<file path="src/rtl/mac_array_ctrl.sv">
// Sequencer for a NUM_MAC-wide MAC array: loads the A-row FIFOs and the B-vector
// FIFO from one stream, then streams DEPTH lock-step reads into the accumulators.
module mac_array_ctrl #(
  parameter int NUM_MAC    = 8,
  parameter int DEPTH      = 8,
  parameter int DATA_WIDTH = 8
) (
  input  logic                  clk,
  input  logic                  rst_n,
  input  logic                  start,
  // Load stream: a word transfers on a rising edge where ld_valid && ld_ready.
  // ld_ready never depends on ld_valid; ld_data must hold while ld_valid && !ld_ready.
  input  logic                  ld_valid,
  output logic                  ld_ready,
  input  logic [DATA_WIDTH-1:0] ld_data,
  output logic [DATA_WIDTH-1:0] fifo_wdata,
  output logic [NUM_MAC:0]      wren,
  output logic [NUM_MAC:0]      rden,
  input  logic [NUM_MAC:0]      full,
  input  logic [NUM_MAC:0]      empty,
  output logic [NUM_MAC-1:0]    mac_en,
  output logic [NUM_MAC-1:0]    mac_clr,
  output logic                  busy,
  output logic                  done,
  output logic [2:0]            o_dbg_state
);

  localparam int WC_W = (DEPTH > 1) ? $clog2(DEPTH) : 1;
  localparam int FI_W = $clog2(NUM_MAC + 1);
  localparam logic [WC_W-1:0] LAST_WORD = WC_W'(DEPTH - 1);
  localparam logic [FI_W-1:0] LAST_FIFO = FI_W'(NUM_MAC);

  typedef enum logic [2:0] {
    S_IDLE    = 3'd0,
    S_CLEAR   = 3'd1,
    S_FILL    = 3'd2,
    S_COMPUTE = 3'd3,
    S_FLUSH   = 3'd4,
    S_DONE    = 3'd5
  } state_t;

  state_t            r_state;
  state_t            w_next;
  logic [FI_W-1:0]   r_fifo_idx;
  logic [WC_W-1:0]   r_word_cnt;
  logic [WC_W-1:0]   r_rd_cnt;
  logic              r_mac_en;

  logic              w_sel_full;
  logic [NUM_MAC:0]  w_sel_onehot;
  logic              w_fill_ready;
  logic              w_accept;
  logic              w_last_word;
  logic              w_last_fifo;
  logic              w_can_read;
  logic              w_last_read;

  // Decode the FIFO currently being filled without a variable part-select.
  always_comb begin
    w_sel_full   = 1'b0;
    w_sel_onehot = '0;
    for (int k = 0; k <= NUM_MAC; k++) begin
      if (r_fifo_idx == FI_W'(k)) begin
        w_sel_full      = full[k];
        w_sel_onehot[k] = 1'b1;
      end
    end
  end

  assign w_fill_ready = (r_state == S_FILL) && !w_sel_full;
  assign w_accept     = w_fill_ready && ld_valid;
  assign w_last_word  = (r_word_cnt == LAST_WORD);
  assign w_last_fifo  = (r_fifo_idx == LAST_FIFO);
  // All FIFOs advance together, so a single empty one stalls the whole array.
  assign w_can_read   = (r_state == S_COMPUTE) && !(|empty);
  assign w_last_read  = (r_rd_cnt == LAST_WORD);

  always_ff @(posedge clk or negedge rst_n) begin
    if (!rst_n) begin
      r_state <= S_IDLE;
    end else begin
      r_state <= w_next;
    end
  end

  always_comb begin
    w_next = r_state;
    case (r_state)
      S_IDLE:    if (start) w_next = S_CLEAR;
      S_CLEAR:   w_next = S_FILL;
      S_FILL:    if (w_accept && w_last_word && w_last_fifo) w_next = S_COMPUTE;
      S_COMPUTE: if (w_can_read && w_last_read) w_next = S_FLUSH;
      S_FLUSH:   w_next = S_DONE;
      S_DONE:    w_next = S_IDLE;
      default:   w_next = S_IDLE;
    endcase
  end

  always_comb begin
    ld_ready   = 1'b0;
    fifo_wdata = '0;
    wren       = '0;
    rden       = '0;
    mac_clr    = '0;
    busy       = 1'b1;
    done       = 1'b0;
    case (r_state)
      S_IDLE:    busy = 1'b0;
      S_CLEAR:   mac_clr = '1;
      S_FILL: begin
        ld_ready   = w_fill_ready;
        fifo_wdata = ld_data;
        wren       = w_accept ? w_sel_onehot : '0;
      end
      S_COMPUTE: rden = {(NUM_MAC + 1){w_can_read}};
      S_DONE:    done = 1'b1;
      default:   ;
    endcase
  end

  always_ff @(posedge clk or negedge rst_n) begin
    if (!rst_n) begin
      r_fifo_idx <= '0;
      r_word_cnt <= '0;
      r_rd_cnt   <= '0;
    end else begin
      case (r_state)
        S_CLEAR: begin
          r_fifo_idx <= '0;
          r_word_cnt <= '0;
          r_rd_cnt   <= '0;
        end
        S_FILL: begin
          if (w_accept) begin
            if (w_last_word) begin
              r_word_cnt <= '0;
              r_fifo_idx <= w_last_fifo ? '0 : r_fifo_idx + FI_W'(1);
            end else begin
              r_word_cnt <= r_word_cnt + WC_W'(1);
            end
          end
        end
        S_COMPUTE: begin
          if (w_can_read) begin
            r_rd_cnt <= w_last_read ? '0 : r_rd_cnt + WC_W'(1);
          end
        end
        default: ;
      endcase
    end
  end

  // FIFO read data appears one cycle after rden, so the accumulate enable lags by one.
  always_ff @(posedge clk or negedge rst_n) begin
    if (!rst_n) begin
      r_mac_en <= 1'b0;
    end else begin
      r_mac_en <= rden[0];
    end
  end

  assign mac_en      = {NUM_MAC{r_mac_en}};
  assign o_dbg_state = r_state;

endmodule

</file>
<file path="config.mk">
export PLATFORM = sky130hd
export DESIGN_NAME = mac_array_ctrl
export DESIGN_NICKNAME = d
export VERILOG_FILES = /design/src/rtl/mac_array_ctrl.sv
export SDC_FILE = /design/constraint.sdc
export NUM_CORES = 1
export LEC_CHECK = 0
export ABC_CLOCK_PERIOD_IN_PS = 2700
export BUFFER_PORTS_ARGS = -buffer_cell sky130_fd_sc_hd__buf_4
export CAP_MARGIN = 20
export CORE_ASPECT_RATIO = 1.5
export CORE_MARGIN = 2
export CORE_UTILIZATION = 43
export DETAILED_ROUTE_END_ITERATION = 8
export GPL_TIMING_DRIVEN = 0
export HOLD_SLACK_MARGIN = 0.15
export PLACE_DENSITY = 0.77
export SYNTH_ARGS = -nofsm -noshare
export SYNTH_HDL_FRONTEND = slang
export SYNTH_SLANG_ARGS = --single-unit
export TNS_END_PERCENT = 50
</file>
<file path="constraint.sdc">
create_clock -name clk -period 2.7 [get_ports clk]
set_input_delay 0.135 -clock clk [delete_from_list [all_inputs] [get_ports clk]]
set_output_delay 0.135 -clock clk [all_outputs]
set_load 0.02 [all_outputs]
</file>
* Word level (Yosys, flattened, before mapping)
Index checks and enable logic that the tools add are counted.
** Cells by class
- Mux-type cells :: 40
- Add/subtract/negate cells :: 3
- Reductions and logical operators :: 17
- Equality and inequality tests :: 21
** Operators by type and width (number)
- two-way mux 9 bit :: 3
- two-way mux 1 bit :: 21
- two-way mux 3 bit :: 7
- == test 4 x 3 -> 1 bit (second input constant) :: 4
- two-way mux 8 bit :: 2
- case mux 3 bit (5 select lines) :: 1
- == test 3 bit (second input constant) :: 4
- two-way mux 4 bit :: 3
- case mux 3 bit (2 select lines) :: 2
- OR reduction 9 bit :: 1
- == test 4 x 2 -> 1 bit (second input constant) :: 2
- inequality test 2 bit (second input constant) :: 4
- case mux 4 bit (2 select lines) :: 1
- adder 3 x 1 -> 3 bit (second input constant) :: 2
- == test 3 x 2 -> 1 bit (second input constant) :: 2
- logical AND 1 bit :: 6
- AND reduction 3 bit :: 2
- adder 4 x 1 -> 4 bit (second input constant) :: 1
- == test 4 x 1 -> 1 bit (second input constant) :: 1
- == test 4 bit (second input constant) :: 1
- zero test 4 bit :: 1
- inequality test 2 x 1 -> 1 bit (second input constant) :: 2
- AND reduction 2 bit :: 2
- nonzero test 2 bit :: 2
- 3 further kinds :: 4
** Storage, ports and cells
- Word-level logic and storage cells :: 86
- Input port bits :: 30
- Register bits :: 14

* Logic depth before layout (Yosys ltp)
- Word-level depth :: 17
- Depth in mapped cells :: 9

* Worst setup path before layout
OpenSTA, ideal clock, no wires.
- Path type :: reg2out
- From :: register r_fifo_idx[1]
- To :: output wren[2]
- Arrival :: 2139 ps
- Buffers on the path :: 1
- Stages on the path, launching flop included :: 10
- Setup slack :: 426 ps
- Path through :: dfrtp_1 > inv_1 > ha_1 > and3b_1 > a2111oi_2 > a2bb2oi_2 > nor2_1 > nor4_2 > buf_2 > and3_1
** On the way
- Longest elaborated chain between the ends :: 15
- Elaborated cells on any way between the ends :: 24
** RTL lines
- from (decl) :: line 44 : logic [FI_W-1:0] r_fifo_idx;
- from (signal assigned) :: line 137 : r_fifo_idx <= w_last_fifo ? '0 : r_fifo_idx + FI_W'(1);
- zero test 4 bit :: line 63 : if (r_fifo_idx == FI_W'(k)) begin
- two-way mux 1 bit (9 in series) :: line 63
- zero test 1 bit :: line 70 : assign w_fill_ready = (r_state == S_FILL) && !w_sel_full;
- logical AND 1 bit :: line 70
- logical AND 1 bit :: line 71 : assign w_accept = w_fill_ready && ld_valid;
- two-way mux 9 bit * :: line 113 : wren = w_accept ? w_sel_onehot : '0;
- two-way mux 9 bit * :: line 107 : case (r_state)
- to (decl) :: line 17 : output logic [NUM_MAC:0] wren,
Mark *: on every way between the ends. The rest lies on a longest branch, timed or not.

* Worst setup path in the final report
- From :: register r_fifo_idx[0]
- To :: output wren[5]
The elaborated chain is that of the path after synthesis.

==> results.rst <==
.. list-table::
   :header-rows: 1

   * - Metric
     - Value
   * - Status
     - finished, violations left
   * - Violated checks
     - negative setup slack
   * - First-pass GRT wire length
     - about 5100 um
   * - Routed WL per cell
     - 13.5 um
   * - Dominant cell by count in the synthesized netlist
     - buf_4
   * - Cell taking the most area after synthesis
     - dfrtp_1
   * - Worst ir drop on vdd
     - ~0.45 mV
   * - Total global routing overflow
     - 0
   * - Number of nets in the layout
     - roughly 280
   * - Insertion delay to the later sink of the worst-skew pair
     - about 0.25 ns
   * - Die Height
     - approximately 70 um
   * - Largest fanout on the critical path
     - 8
   * - Boundary pin count
     - 78
   * - Max Buffers Root-to-Sink
     - 2
   * - Part of the Yosys area used for sequential elements
     - approximately 28%
   * - Instance count of the mapped netlist
     - around 150
   * - DR iter-0 viols
     - 25
   * - Power density over the cells
     - about 660 nW/um^2
   * - Critical path endpoint category
     - output port
   * - Worst hold-check path type
     - in2reg
   * - Fraction of layout cells with a size suffix above 1
     - a little under 60%
   * - Filler cell count in the final layout
     - 206
   * - Hold slack final
     - around 0.24 ns
   * - Die footprint
     - approximately 3400 sq um
   * - Worst Slack Setup Final
     - -0.0118 ns
   * - FF+latch count, synth
     - 14
   * - Cell types occupying the most area after synthesis
     - dfrtp_1, buf_4, ha_1
   * - Floorplan core area
     - 2850 sq um
   * - Final count of pins violating max slew
     - 0
   * - Via/cell ratio
     - ~5.0
   * - Post-DP Area
     - between 1500 and 2000 sq um
   * - Main synth FF type
     - dfrtp_1
   * - Fin util
     - between 70% and 80%
   * - Final estimated routing congestion in global placement
     - between 0.7 and 0.8
   * - Initial Util
     - 44.0%
   * - Max-cap viol count
     - 0
   * - HPWL Detailed
     - around 2800 um
   * - Total power
     - between 1 and 1.5 mW
   * - Achievable Freq
     - about 370 MHz
   * - Width of the die
     - 48.1 um
   * - Number of hold violations in the final report
     - 0
   * - Via count of the first global-routing pass
     - about 1,300
   * - Required time at the worst-slack endpoint
     - about 2.6 ns
   * - Register clock-pin slew on the reported worst setup and hold paths
     - approximately 0.06 ns
   * - Share of the clock period used by the worst path
     - 100%
   * - Total standard cell area after synthesis
     - about 1300 sq um
   * - Distinct cell type count after synthesis
     - 40
   * - Post-route standard cell area excluding fillers
     - about 2100 sq um
   * - CTS tree
     - yes
   * - Placed Instances
     - roughly 270
   * - Setup violation total in the final timing report
     - 3
   * - Non-filler cells, final
     - roughly 280
   * - Number of H-tree branching levels
     - 1
   * - Nature of the critical path startpoint
     - flop
   * - Cell Rows
     - 24
   * - Arrival time worst endpoint
     - 2.58 ns
   * - Area Overhead vs Synth
     - 69.6%
   * - Number of nets with antenna violations after detailed routing
     - 0
   * - Worst-case headroom to the max-slew limit
     - 70.3%
   * - Fraction of registers with async set/reset
     - 100%
   * - Clock net sink count
     - 14
   * - Minimum clock period after layout
     - around 2.7 ns
   * - Total GRT Usage
     - approximately a fifth
   * - Least-Margin Pin Slew
     - approximately 0.44 ns
   * - Root buffer cell
     - clkbuf_8
   * - Inserted Clock Buffers
     - 3
   * - Critical Setup Path Class
     - reg2out
   * - Number of nets in the synthesized netlist
     - between 150 and 200
   * - Setup slack at placement
     - 0.0937 ns
   * - DRC Markers
     - 0
   * - Number of flops mapped to enable cells by yosys
     - 0
   * - Mean post-synth cell area
     - around 8.4 sq um
   * - Post-synth top area share
     - 27.9%
   * - Antenna Diode Count
     - 0
   * - Leakage power of the design
     - between 1 and 1.5 nW
   * - Routed Wire Length
     - approximately 3800 um
   * - Final worst clock skew
     - about 0.00049 ns
   * - Initial antenna violation count
     - 0
   * - Pin count of the biggest net entering global routing
     - 15
   * - DR vias
     - ~1,400
   * - Accumulated negative setup slack
     - -0.0207 ns
   * - Count of input and output buffers
     - between 70 and 80
   * - Number of synthesis warnings
     - 0
   * - RSZ-0062 raised after global routing
     - yes
   * - Number of search-and-repair iterations in the first detailed-routing pass
     - 4
   * - Commonest cells in the synthesized netlist
     - buf_4, nand2_1, dfrtp_1
[registers in the layout, indices dropped and copies added (netlist names)]
signal,count
r_word_cnt,3
r_mac_en,1
r_fifo_idx,4
r_rd_cnt,3
o_dbg_state,3
[worst max-delay path: stages (launching register included)]
cell and delay, ns:
dfrtp_2 0.44, buf_6 0.13, ha_4 0.17, buf_4 0.14, a211oi_1 0.18, o21ai_0 0.17, a2bb2oi_2 0.21, nor2_2 0.08
nor4_2 0.27, buf_4 0.21, and3_4 0.20, buf_6 0.11
[cell families after synthesis]
| kind of cell | share of synthesized area [%] |
|---|---|
| compound gates | 14.2 |
| mux | 2.39 |
| buf+inv | 18.4 |
| flops | 27.9 |
| fa+ha+maj | 7.97 |
| simple gates | 29.1 |
[power breakdown]
| group | switching [mW] | total, mW | internal, mW | leakage (nW) |
|---|---|---|---|---|
| combinational | 0.436 | 0.891 | 0.455 | 0.926 |
| sequential | 0.0456 | 0.305 | 0.259 | 0.178 |
| clock | 0.0779 | 0.207 | 0.129 | 0.0288 |
[cells in the final DEF (no fill, tap or decap), types with 2 or more instances in the layout]
cell	synthesis	routed
a21oi_1	4	4
a22o_2	2	2
and2_1	8	8
and3_1	7	4
and3_4	0	4
and3b_2	1	2
buf_4	23	101
buf_6	1	9
clkbuf_8	0	4
dfrtp_1	14	12
dfrtp_2	0	2
dlygate4sd3_1	0	2
ha_1	8	4
ha_4	0	3
inv_1	10	8
mux2i_1	3	3
nand2_1	15	15
nand2b_1	2	2
nand3_1	4	4
nor2_1	9	8
nor3_1	3	3
nor4_1	2	2
o21ai_0	8	8
o31ai_1	2	2
or3_1	2	2
[metal layers]
| layer | GRT usage (%) | vias up | part of all wire [%] |
|---|---|---|---|
| li1 | - | 676 | - |
| met4 | 6.91 | 0 | 1.6 |
| met1 | 21.8 | 647 | 35 |
| met2 | 36.6 | 68 | 57 |
| met5 | 0 | - | 0 |
| met3 | 2.84 | 7 | 6.7 |
[path summary, 6_finish.rpt]
path                          startpoint              to  slack, ns  cells past startpoint
max                        r_fifo_idx[0]         wren[5]      -0.01                     11
min reg2reg                  r_rd_cnt[0]     r_rd_cnt[0]       0.50                      1
min                             empty[0]  o_dbg_state[2]       0.24                      4
min in group asynchronous          rst_n   r_fifo_idx[1]       0.27                      2
max in group asynchronous          rst_n   r_fifo_idx[0]       2.25                      2
max reg2reg                r_fifo_idx[0]   r_word_cnt[1]       0.19                     12
[repair_timing]
item,CTS,global route
hold buffers,2,0
setup buffers,4,4
endpoints found under the setup margin,7,7
endpoints found under the hold margin,15,0
gates resized for setup,5,23
pin swaps,0,7
[final cells by class]
class / instances / area [sq um] / area share, %
Tap cell: 39 / 48.8 / 2.29
Sequential cell: 14 / 353 / 16.6
Buffer: 26 / 196 / 9.22
Inverter: 10 / 40.0 / 1.88
Timing Repair Buffer: 87 / 688 / 32.3
Multi-Input combinational cell: 99 / 749 / 35.2
Clock buffer: 4 / 55.1 / 2.58
No activity file was read; power rests on OpenSTA's default activity.
